File: src/rtl/pixel_clip_writer.sv
// rtl/pixel_clip_writer.sv - clips (x,y) to the framebuffer, buffers linear addresses, issues writes
// Optional consecutive-duplicate removal: define PIXEL_DEDUP_EN.
module pixel_clip_writer #(
    parameter int FB_W       = 64,
    parameter int FB_H       = 64,
    parameter int ADDR_W     = 12,
    parameter int FIFO_DEPTH = 4
) (
    input  logic              _clock,
    input  logic              _reset,
    input  logic              _in_valid,
    input  logic [31:0]       _in0,
    input  logic [31:0]       _in1,
    input  logic              _in_done,
    output logic              _in_ready,
    output logic              _wr_valid,
    output logic [ADDR_W-1:0] _wr_addr,
    input  logic              _wr_ready,
    output logic              _done,
    output logic [15:0]       _clip_cnt,
    output logic [15:0]       _dup_cnt
);

    localparam int PTR_W = $clog2(FIFO_DEPTH);
    localparam int CNT_W = PTR_W + 1;
    localparam int OCC_W = CNT_W + 1;

    if ((64'd1 << ADDR_W) < (64'(FB_W) * 64'(FB_H))) begin : g_bad_addr_w
        $error("pixel_clip_writer: ADDR_W too small for FB_W*FB_H");
    end
    if ((FIFO_DEPTH < 2) || ((FIFO_DEPTH & (FIFO_DEPTH - 1)) != 0)) begin : g_bad_depth
        $error("pixel_clip_writer: FIFO_DEPTH must be a power of two >= 2");
    end

    typedef enum logic [1:0] {
        ST_RUN   = 2'd0,
        ST_DRAIN = 2'd1,
        ST_DONE  = 2'd2
    } state_t;

    state_t state, state_nxt;

    logic              accept;
    logic              in_win;
    logic [ADDR_W-1:0] in_addr;

    logic              s1_valid;
    logic              s1_win;
    logic [ADDR_W-1:0] s1_addr;
    logic              s1_dup;
    logic              push;
    logic              pop;

    logic [ADDR_W-1:0] mem [FIFO_DEPTH];
    logic [PTR_W-1:0]  wr_ptr;
    logic [PTR_W-1:0]  rd_ptr;
    logic [CNT_W-1:0]  count;
    logic [OCC_W-1:0]  occupancy;
    logic              fifo_empty;

    // Window test uses full 32-bit signed compares; the address only needs the
    // low ADDR_W bits of y*FB_W + x, which depend only on the low operand bits.
    always_comb begin
        in_win  = ($signed(_in0) >= 0) && ($signed(_in0) < FB_W) &&
                  ($signed(_in1) >= 0) && ($signed(_in1) < FB_H);
        in_addr = (_in1[ADDR_W-1:0] * ADDR_W'(FB_W)) + _in0[ADDR_W-1:0];
    end

    assign fifo_empty = (count == '0);
    assign occupancy  = OCC_W'(count) + OCC_W'(s1_valid);
    assign _in_ready  = !_reset && (state == ST_RUN) && (occupancy < OCC_W'(FIFO_DEPTH));
    assign _wr_valid  = !_reset && !fifo_empty;
    assign _wr_addr   = _wr_valid ? mem[rd_ptr] : '0;
    assign _done      = !_reset && (state == ST_DONE);

    assign accept = _in_valid && _in_ready;
    assign pop    = _wr_valid && _wr_ready;
    assign push   = s1_valid && s1_win && !s1_dup;

    always_ff @(posedge _clock) begin
        if (_reset) begin
            s1_valid <= 1'b0;
            s1_win   <= 1'b0;
            s1_addr  <= '0;
        end else begin
            s1_valid <= accept;
            if (accept) begin
                s1_win  <= in_win;
                s1_addr <= in_addr;
            end
        end
    end

    always_ff @(posedge _clock) begin
        if (_reset) begin
            _clip_cnt <= 16'd0;
        end else if (s1_valid && !s1_win && (_clip_cnt != 16'hFFFF)) begin
            _clip_cnt <= _clip_cnt + 16'd1;
        end
    end

`ifdef PIXEL_DEDUP_EN
    logic              last_valid;
    logic [ADDR_W-1:0] last_addr;

    assign s1_dup = last_valid && (last_addr == s1_addr);

    always_ff @(posedge _clock) begin
        if (_reset) begin
            last_valid <= 1'b0;
            last_addr  <= '0;
        end else if (push) begin
            last_valid <= 1'b1;
            last_addr  <= s1_addr;
        end
    end

    always_ff @(posedge _clock) begin
        if (_reset) begin
            _dup_cnt <= 16'd0;
        end else if (s1_valid && s1_win && s1_dup && (_dup_cnt != 16'hFFFF)) begin
            _dup_cnt <= _dup_cnt + 16'd1;
        end
    end
`else
    assign s1_dup   = 1'b0;
    assign _dup_cnt = 16'd0;
`endif

    // Flow control reserves a slot for S1, so a push never meets a full FIFO.
    always_ff @(posedge _clock) begin
        if (push) begin
            mem[wr_ptr] <= s1_addr;
        end
    end

    always_ff @(posedge _clock) begin
        if (_reset) begin
            wr_ptr <= '0;
            rd_ptr <= '0;
            count  <= '0;
        end else begin
            if (push) begin
                wr_ptr <= wr_ptr + PTR_W'(1);
            end
            if (pop) begin
                rd_ptr <= rd_ptr + PTR_W'(1);
            end
            case ({push, pop})
                2'b10:   count <= count + CNT_W'(1);
                2'b01:   count <= count - CNT_W'(1);
                default: count <= count;
            endcase
        end
    end

    always_ff @(posedge _clock) begin
        if (_reset) begin
            state <= ST_RUN;
        end else begin
            state <= state_nxt;
        end
    end

    always_comb begin
        state_nxt = state;
        case (state)
            ST_RUN: begin
                if (_in_done) begin
                    state_nxt = ST_DRAIN;
                end
            end
            ST_DRAIN: begin
                if (!s1_valid && fifo_empty) begin
                    state_nxt = ST_DONE;
                end
            end
            ST_DONE: begin
                state_nxt = ST_DONE;
            end
            default: begin
                state_nxt = ST_RUN;
            end
        endcase
    end

endmodule

File: config.mk
export PLATFORM = sky130hd
export DESIGN_NAME = pixel_clip_writer
export DESIGN_NICKNAME = d
export VERILOG_FILES = /design/src/rtl/pixel_clip_writer.sv
export SDC_FILE = /design/constraint.sdc
export NUM_CORES = 1
export LEC_CHECK = 0
export CORE_ASPECT_RATIO = 1.1
export CORE_MARGIN = 5
export CORE_UTILIZATION = 40
export DETAILED_ROUTE_END_ITERATION = 16
export PLACE_DENSITY = 0.69
export SLEW_MARGIN = 20
export SYNTH_ARGS = -nofsm -noshare
export SYNTH_HDL_FRONTEND = slang
export SYNTH_SLANG_ARGS = --single-unit
File: constraint.sdc
create_clock -name _clock -period 5.08 [get_ports _clock]
set_clock_uncertainty 0.15 [all_clocks]
set_input_delay 1.016 -clock _clock [delete_from_list [all_inputs] [get_ports _clock]]
set_output_delay 1.016 -clock _clock [all_outputs]
set_load 0.1 [all_outputs]
Word level (Yosys, flattened, before mapping)
Memories as Yosys holds them, arrays and structs flattened. A register that Yosys moved wholly into a read port is not among the register bits.
Index checks and enable logic that the tools add are counted.
Storage, ports and cells
  bits in registers: 39
  RAM bits: 48
  bits in read-only memories: 0
  latch bits: 0
  word-level logic and storage cells: 58
  memories: 1
  input port bits: 69
Cells by class
  muxes and demuxes: 9
  eq/ne operators: 7
  bitwise operators: 0
  divide/modulo/power cells: 0
  $lt $le $gt $ge: 5
  reductions and logical operators: 21
  shift operators: 0
  $mul: 0
  add/sub/neg operators: 7
Memories
  mem: depth 4, bits a word 12, rd ports 1, clocked after Yosys merged registers in 1, write ports 1, RTL line 54  | logic [ADDR_W-1:0] mem [FIFO_DEPTH];
Operator list (number)
  $ge A32 B1 Y1 const B: 2
  $lt A32 B8 Y1 const B: 2
  $add A16 B1 Y16 const B: 1
  $ne A16 B16 Y1 const B: 1
  $logic_and A1 B1 Y1: 13
  $add A12 B12 Y12: 1
  $mux W12: 1
  $mux W2: 4
  $pmux W2 S3: 1
  $pmux W3 S2: 1
  $add A2 B1 Y2 const B: 2
  $add A3 B1 Y4: 1
  $eq A2 B1 Y1 const B: 2
  $eq A2 B2 Y1 const B: 2
  $logic_not A1 Y1: 4
  $lt A4 B3 Y1 const B: 1
  $ne A2 B2 Y1 const B: 2
  $add A3 B1 Y3 const B: 1
  $logic_not A3 Y1: 1
  $sub A3 B1 Y3 const B: 1
  $logic_not A2 Y1: 1
  $mux W1: 2
  $reduce_and A2 Y1: 1
  $reduce_bool A2 Y1: 1

Depth between registers and ports, before layout
Gate-level depths: netlist of the first run.
  depth in word-level cells: 6
  depth in mapped cells: 9

Worst setup path after synthesis of the first run
OpenSTA, ideal clock, no wires.
  path type: input -> output
  start: in _reset
  end: out _wr_addr[10]
  required time: 3.914 ns
  arrival: 3.219 ns
  stages: 4
  path slack: 0.695 ns
  buffers on the path: 2
  cell sequence: clkbuf_1 > nor2_1 > clkbuf_1 > and2_1
On the way
  longest elaborated chain between the ends: 3
Ends and longest elaborated chain
  start: declaration: RTL line 10  | input logic _reset,
  $logic_not A1 Y1: RTL line 72  | assign _wr_valid = !_reset && !fifo_empty;
  $logic_and A1 B1 Y1: RTL line 72
  named net _wr_valid: RTL line 16  | output logic _wr_valid,
  $mux W12: RTL line 73  | assign _wr_addr = _wr_valid ? mem[rd_ptr] : '0;
  end: declaration: RTL line 17  | output logic [ADDR_W-1:0] _wr_addr,
The timed path passes the listed nets, and every way through them passes these cells.

Final worst setup path of the first run
  start: in _reset
  end: out _wr_addr[4]
On the way
  longest elaborated chain between the ends: 3
Ends and longest elaborated chain (RTL line)
  $logic_not A1 Y1: 72
  $logic_and A1 B1 Y1: 72
  $mux W12: 73
Every way passes these cells.

==> flow_metrics.py, run 1 <==
metrics = {
    "setup_path": {
        "r2r_start": "count[0]",
        "worstReg2RegEnd": "count[2]",
        "critical_path_class": "input pin to primary output",
        "cp.required_ps": 3910,
        "crit_top_cell": "buf_4",
        "crit_path_end_kind": "primary output",
        "r2r_slack_ps": 2620,
        "crit_start": "_reset",
        "r2r.worst_path.cells": 10,
        "worstSetupStartpointType": "input pin",
        "crit_fanout": 42,
        "critPathArrivalTime_ps": 2510,
        "critPathMaxStageDelay_ps": 450,
        "path_cells": "clkdlybuf4s50_1, buf_4, nor2_1, buf_4, and2_1, buf_12",
        "endpoint": "_wr_addr[4]",
        "slowest_stage": "clkdlybuf4s50_1",
    },
    "global_routing": {
        "grt_max_degree": 43,
        "grt.overflow.total": 0,
        "antenna_found_initial": 0,
        "grt_util_all_layers_pct": 14.68,
        "grt_pass1_vias": 2861,
        "grt_pass1_wl_mm": 14.30,
    },
    "layout": {
        "synthToLayoutAreaGrowth_pct": 33.19,
        "num-fill-cells": 859,
        "fin_nets": 536,
        "postLayoutCellArea_um2": 5448,
        "drive_gt1_share_pct": 11.21,
        "layout.area.seq_um2": 2262,
        "multiInputGateArea_um2": 1664,
        "diodes": 0,
    },
    "place": {
        "placed_cell_area_um2": 5264,
        "routabilityCongestion": 0.8282,
        "numPortBuffers": 99,
        "dp_hpwl_mm": 6.645,
    },
    "clock_tree": {
        "cts_tree": "yes",
        "clk_pin_slew_ps": 90,
        "cts_resized": 0,
        "ctsRootBufferMaster": "clkbuf_8",
        "hold_buffers": 0,
        "htree_num_levels": 3,
        "clkLatencyLatePin_ps": 350,
        "numCtsBuffers": 9,
        "postCtsSetupBuffers": 0,
        "cts.sink_count": 89,
        "clock_path_buffers": 2,
    },
    "timing": {
        "fin_crit_ps": 3671,
        "report.final.slew_viol_count": 0,
        "fmax_mhz": 272.4,
        "rsz0062_at_grt": "no",
        "fin_tns_setup_ps": 0,
        "setup_viol": 0,
        "slew_headroom_pct": 33.94,
        "fin_crit_sh_pct": 72.27,
        "tightestPinTransition_ps": 987.8,
        "finalHoldViolations": 0,
    },
    "power": {
        "power_density_nw_per_um2": 283.3,
        "peakVddDrop_uv": 280.9,
        "power_leakage_nw": 1.869,
    },
    "synth": {
        "syn_avg_cell_area_um2": 11.69,
        "syn_area_um2": 4090,
        "synth.distinct_cells": 41,
        "synth_most_common_cell": "edfxtp_1",
        "synth_ff_type": "edfxtp_1",
        "synth-edff-count": 48,
        "synth_top_area_cell": "edfxtp_1",
        "yosysWarnings": 0,
        "yosys-top-cells-area": "edfxtp_1, dfxtp_1, mux4_2",
        "synth_commonest_cells": "edfxtp_1, dfxtp_1, nor2_1",
        "ys_seq_area_share_pct": 55.31,
        "syn_inst": 350,
        "async_flop_share_pct": 0,
        "synth_top_area_share_pct": 35.24,
        "ys_ff_latch": 89,
    },
    "detailed_routing": {
        "drc_errors": 0,
        "first_pass_iters": 4,
        "wl_per_cell_um": 15.40,
        "drt_wl_total_mm": 8.855,
        "detail-route-antenna-nets": 0,
        "viasPerCell": 5.059,
        "vias": 2909,
        "drt_iter0_drc": 122,
    },
    "floorplan": {
        "core_um2": 9937,
        "rows": 38,
        "start_util_pct": 41.16,
        "die_h_um": 116.1,
        "die_x_um": 106.4,
        "die_area_um2": 12350,
        "pin_count": 116,
    },
    "hold_path": {
        "hp-class": "flop to flop",
    },
    "status": {
        "status": "completed",
    },
    "run": {
        "drv_cap": 0,
    },
}
[worst min path at each step]
stage / depth (start not counted) / start / slack, ps / endpoint
finish: 2 / wr_ptr[1] / 360 / wr_ptr[1]
global route: 2 / wr_ptr[1] / 380 / wr_ptr[1]
floorplan: 2 / s1_addr[9] / 310 / s1_addr[9]
CTS: 2 / wr_ptr[1] / 360 / wr_ptr[1]
global placement: 0 / s1_addr[10] / 330 / mem[2][10]
detailed placement: 2 / wr_ptr[1] / 340 / wr_ptr[1]
[metrics by stage]
stage               setup WS (ps)  utilization, %  instances  hold WS [ps]  power, mW
global route                 1325           54.82        575         377.4      1.613
detailed placement           1370           52.97        559         344.2      1.099
global placement             1414           52.97        559         330.5      1.093
floorplan                   694.9               -        365         309.3      1.015
CTS                          1397           54.82        575         357.0      1.551
finish                       1409           54.82        575         358.0      1.543
[critical path: cells and delay by family]
family,cells,cell delay (ps)
buffers and inverters,4,1200
and+or+nand+nor,2,270
[metal layers]
metal  global-route usage, %  up-vias  wire [um]
li1                        -     1438          -
met1                   19.58     1387       3961
met2                   24.71       76       4402
met3                   3.844        8        436
met4                   2.558        0         55
met5                       0        -          0
[area by class of cell]
cell class	count	area share, %
clock buffer	9	2.274
clock inverter	7	1.102
inverter	15	1.034
multi-input combinational	234	30.55
sequential	89	41.53
tap	120	2.756
timing repair buffer	101	20.76
[registers in the layout, summed over array words and instances (netlist names), named ones only]
register   flops
_clip_cnt     16
wr_ptr         2
mem           48
count          3
s1_addr       12
state          2
s1_valid       1
rd_ptr         2
s1_win         1
[where the power goes]
| part | internal, mW | switching (mW) | total, mW |
|---|---|---|---|
| Clock | 0.188 | 0.272 | 0.461 |
| Sequential | 0.785 | 0.0264 | 0.811 |
| Combinational | 0.0980 | 0.173 | 0.271 |
[placed cells by master (no fill, tap or decap), types with 13 or more instances in the layout]
cell	synthesis	layout
nand2_1	26	26
conb_1	1	16
and2_1	13	13
nor2_1	30	30
xnor2_1	15	15
buf_12	0	13
edfxtp_1	48	48
a21oi_1	18	18
inv_1	15	15
nor4_1	16	16
clkdlybuf4s50_1	0	84
ha_1	15	15
dfxtp_1	41	41
[kinds of logic (layout without fill, tap and decap cells)]
family          count (synthesis)  in the layout  synth area share, %
compound gates                 40             40                5.812
simple gates                  128            128                16.64
buf+inv                        42            132                5.384
fa+ha+maj                      17             17                5.567
mux                            15             15                7.342
xor+xnor                       18             18                3.855
flops                          89             89                55.31
other cells                     1             16              0.09168
Power figures use the tool's default switching activity.
==> inputs of run 2 (changes only) <==
--- a/config.mk
+++ b/config.mk
@@ -9,7 +9,7 @@
 export CORE_MARGIN = 5
 export CORE_UTILIZATION = 40
 export DETAILED_ROUTE_END_ITERATION = 16
-export PLACE_DENSITY = 0.69
+export PLACE_DENSITY = 0.72
 export SLEW_MARGIN = 20
 export SYNTH_ARGS = -nofsm -noshare
 export SYNTH_HDL_FRONTEND = slang
==> constraint.sdc (replaced) <==
create_clock -name _clock -period 3.1 [get_ports _clock]
set_clock_uncertainty 0.15 [all_clocks]
set_input_delay 0.62 -clock _clock [delete_from_list [all_inputs] [get_ports _clock]]
set_output_delay 0.62 -clock _clock [all_outputs]
set_load 0.1 [all_outputs]
==> flow_metrics.py, run 2 (synthesis gave the netlist of run 1 again) <==
metrics = {
    "status": {
        "status": "completed",
    },
    "detailed_routing": {
        "wl_per_cell_um": 15.20,
        "detail-route-antenna-nets": 0,
        "drt_wl_total_mm": 8.769,
        "drc_errors": 0,
        "first_pass_iters": 4,
        "vias": 2891,
        "viasPerCell": 5.010,
        "drt_iter0_drc": 74,
    },
    "layout": {
        "diodes": 0,
        "top_register": "mem",
        "largest_reg_flops": 48,
        "fin_nets": 538,
        "multiInputGateArea_um2": 1675,
        "num-fill-cells": 832,
        "reg.largest.list": "mem (48), _clip_cnt (16), s1_addr (12)",
        "fin_cells": 577,
        "drive_gt1_share_pct": 17.07,
        "layout_common_cells": "clkdlybuf4s50_1, edfxtp_1, dfxtp_1, nor2_1, nand2_1",
        "layout_commonest_cell": "clkdlybuf4s50_1",
        "synthToLayoutAreaGrowth_pct": 33.99,
        "layout.area.seq_um2": 2262,
        "postLayoutCellArea_um2": 5480,
        "final_util_pct": 55.15,
    },
    "global_routing": {
        "antenna_found_initial": 0,
        "grt_pass1_wl_mm": 14.41,
        "grt.overflow.total": 0,
        "grt_max_degree": 42,
        "grt_pass1_vias": 2949,
        "grt_util_all_layers_pct": 14.61,
    },
    "floorplan": {
        "die_area_um2": 12350,
        "pin_count": 116,
        "die_h_um": 116.1,
        "rows": 38,
        "die_x_um": 106.4,
        "core_um2": 9937,
        "start_util_pct": 41.16,
    },
    "power": {
        "power_leakage_nw": 1.931,
        "power_mw": 2.573,
        "peakVddDrop_uv": 266.9,
        "power_density_nw_per_um2": 469.5,
    },
    "timing": {
        "setup_viol": 0,
        "fmax_mhz": 362.8,
        "fin_tns_setup_ps": 0,
        "timing.final.ws_setup_ps": 343.8,
        "fin_crit_ps": 2756,
        "finalHoldViolations": 0,
        "rsz0062_at_grt": "no",
        "fin_crit_sh_pct": 88.91,
        "timing.hold.ws_ps": 347.4,
        "tightestPinTransition_ps": 672.7,
        "slew_headroom_pct": 54.91,
        "report.final.slew_viol_count": 0,
    },
    "clock_tree": {
        "cts_tree": "yes",
        "hold_buffers": 0,
        "clock_path_buffers": 2,
        "clkLatencyLatePin_ps": 340,
        "cts_resized": 0,
        "cts.sink_count": 89,
        "postCtsSetupBuffers": 0,
        "clk_pin_slew_ps": 90,
        "ctsRootBufferMaster": "clkbuf_8",
        "numCtsBuffers": 9,
        "htree_num_levels": 3,
    },
    "setup_path": {
        "crit_fanout": 41,
        "critical_path_class": "input pin to primary output",
        "path_cells": "clkdlybuf4s50_1, buf_4, nor2_1, and3_1, buf_12",
        "cp.required_ps": 2330,
        "critPathArrivalTime_ps": 1990,
        "critPathMaxStageDelay_ps": 480,
        "worstSetupStartpointType": "input pin",
        "slowest_stage": "clkdlybuf4s50_1",
        "crit_path_end_kind": "primary output",
    },
    "place": {
        "pre_cts_slack_ps": 264.1,
        "dp.cells": 561,
        "dp_hpwl_mm": 6.718,
        "routabilityCongestion": 0.7786,
        "numPortBuffers": 99,
        "placed_cell_area_um2": 5275,
    },
    "run": {
        "drv_cap": 0,
    },
    "hold_path": {
        "hp-class": "flop to flop",
    },
}
[run 2: cell types whose count changed in the layout (fill, tap and decap cells not counted), moves of 2 or more]
cell             before  now
buf_12               13   15
buf_4                 4   20
and2_1               13    4
clkdlybuf4s50_1      84   68
and2_2                0    9
[run 2: per-layer routing]
layer,track usage (%),up-vias,wire length (um)
met5,0,-,0
met4,4.092,0,49
met3,2.674,6,365
met2,25.48,66,4567
met1,18.79,1376,3787
li1,-,1443,-
[run 2: critical path: cells and delay by family]
family        cells  cell delay [ps]
buf+inv           3             1040
simple gates      2              320
[run 2: report_power, final]
part	total (mW)	internal, mW	switching (mW)
clock network	0.779	0.372	0.407
registers	1.33	1.29	0.0417
logic	0.466	0.178	0.288
[run 2: layout make-up]
cell class / instances / area share [%]
Sequential cell: 89 / 41.28
Multi-Input combinational cell: 234 / 30.57
Timing Repair Buffer: 103 / 20.64
Clock buffer: 11 / 2.968
Tap cell: 120 / 2.740
Inverter: 15 / 1.027
Clock inverter: 5 / 0.7763
[run 2: path summary, 6_finish.rpt]
path                end  slack, ps  depth (start not counted)       start
min          s1_addr[0]        350                          2  s1_addr[0]
max reg2reg    count[2]        850                          9    count[0]
min reg2reg  s1_addr[0]        350                          2  s1_addr[0]
max           _in_ready        340                          5      _reset
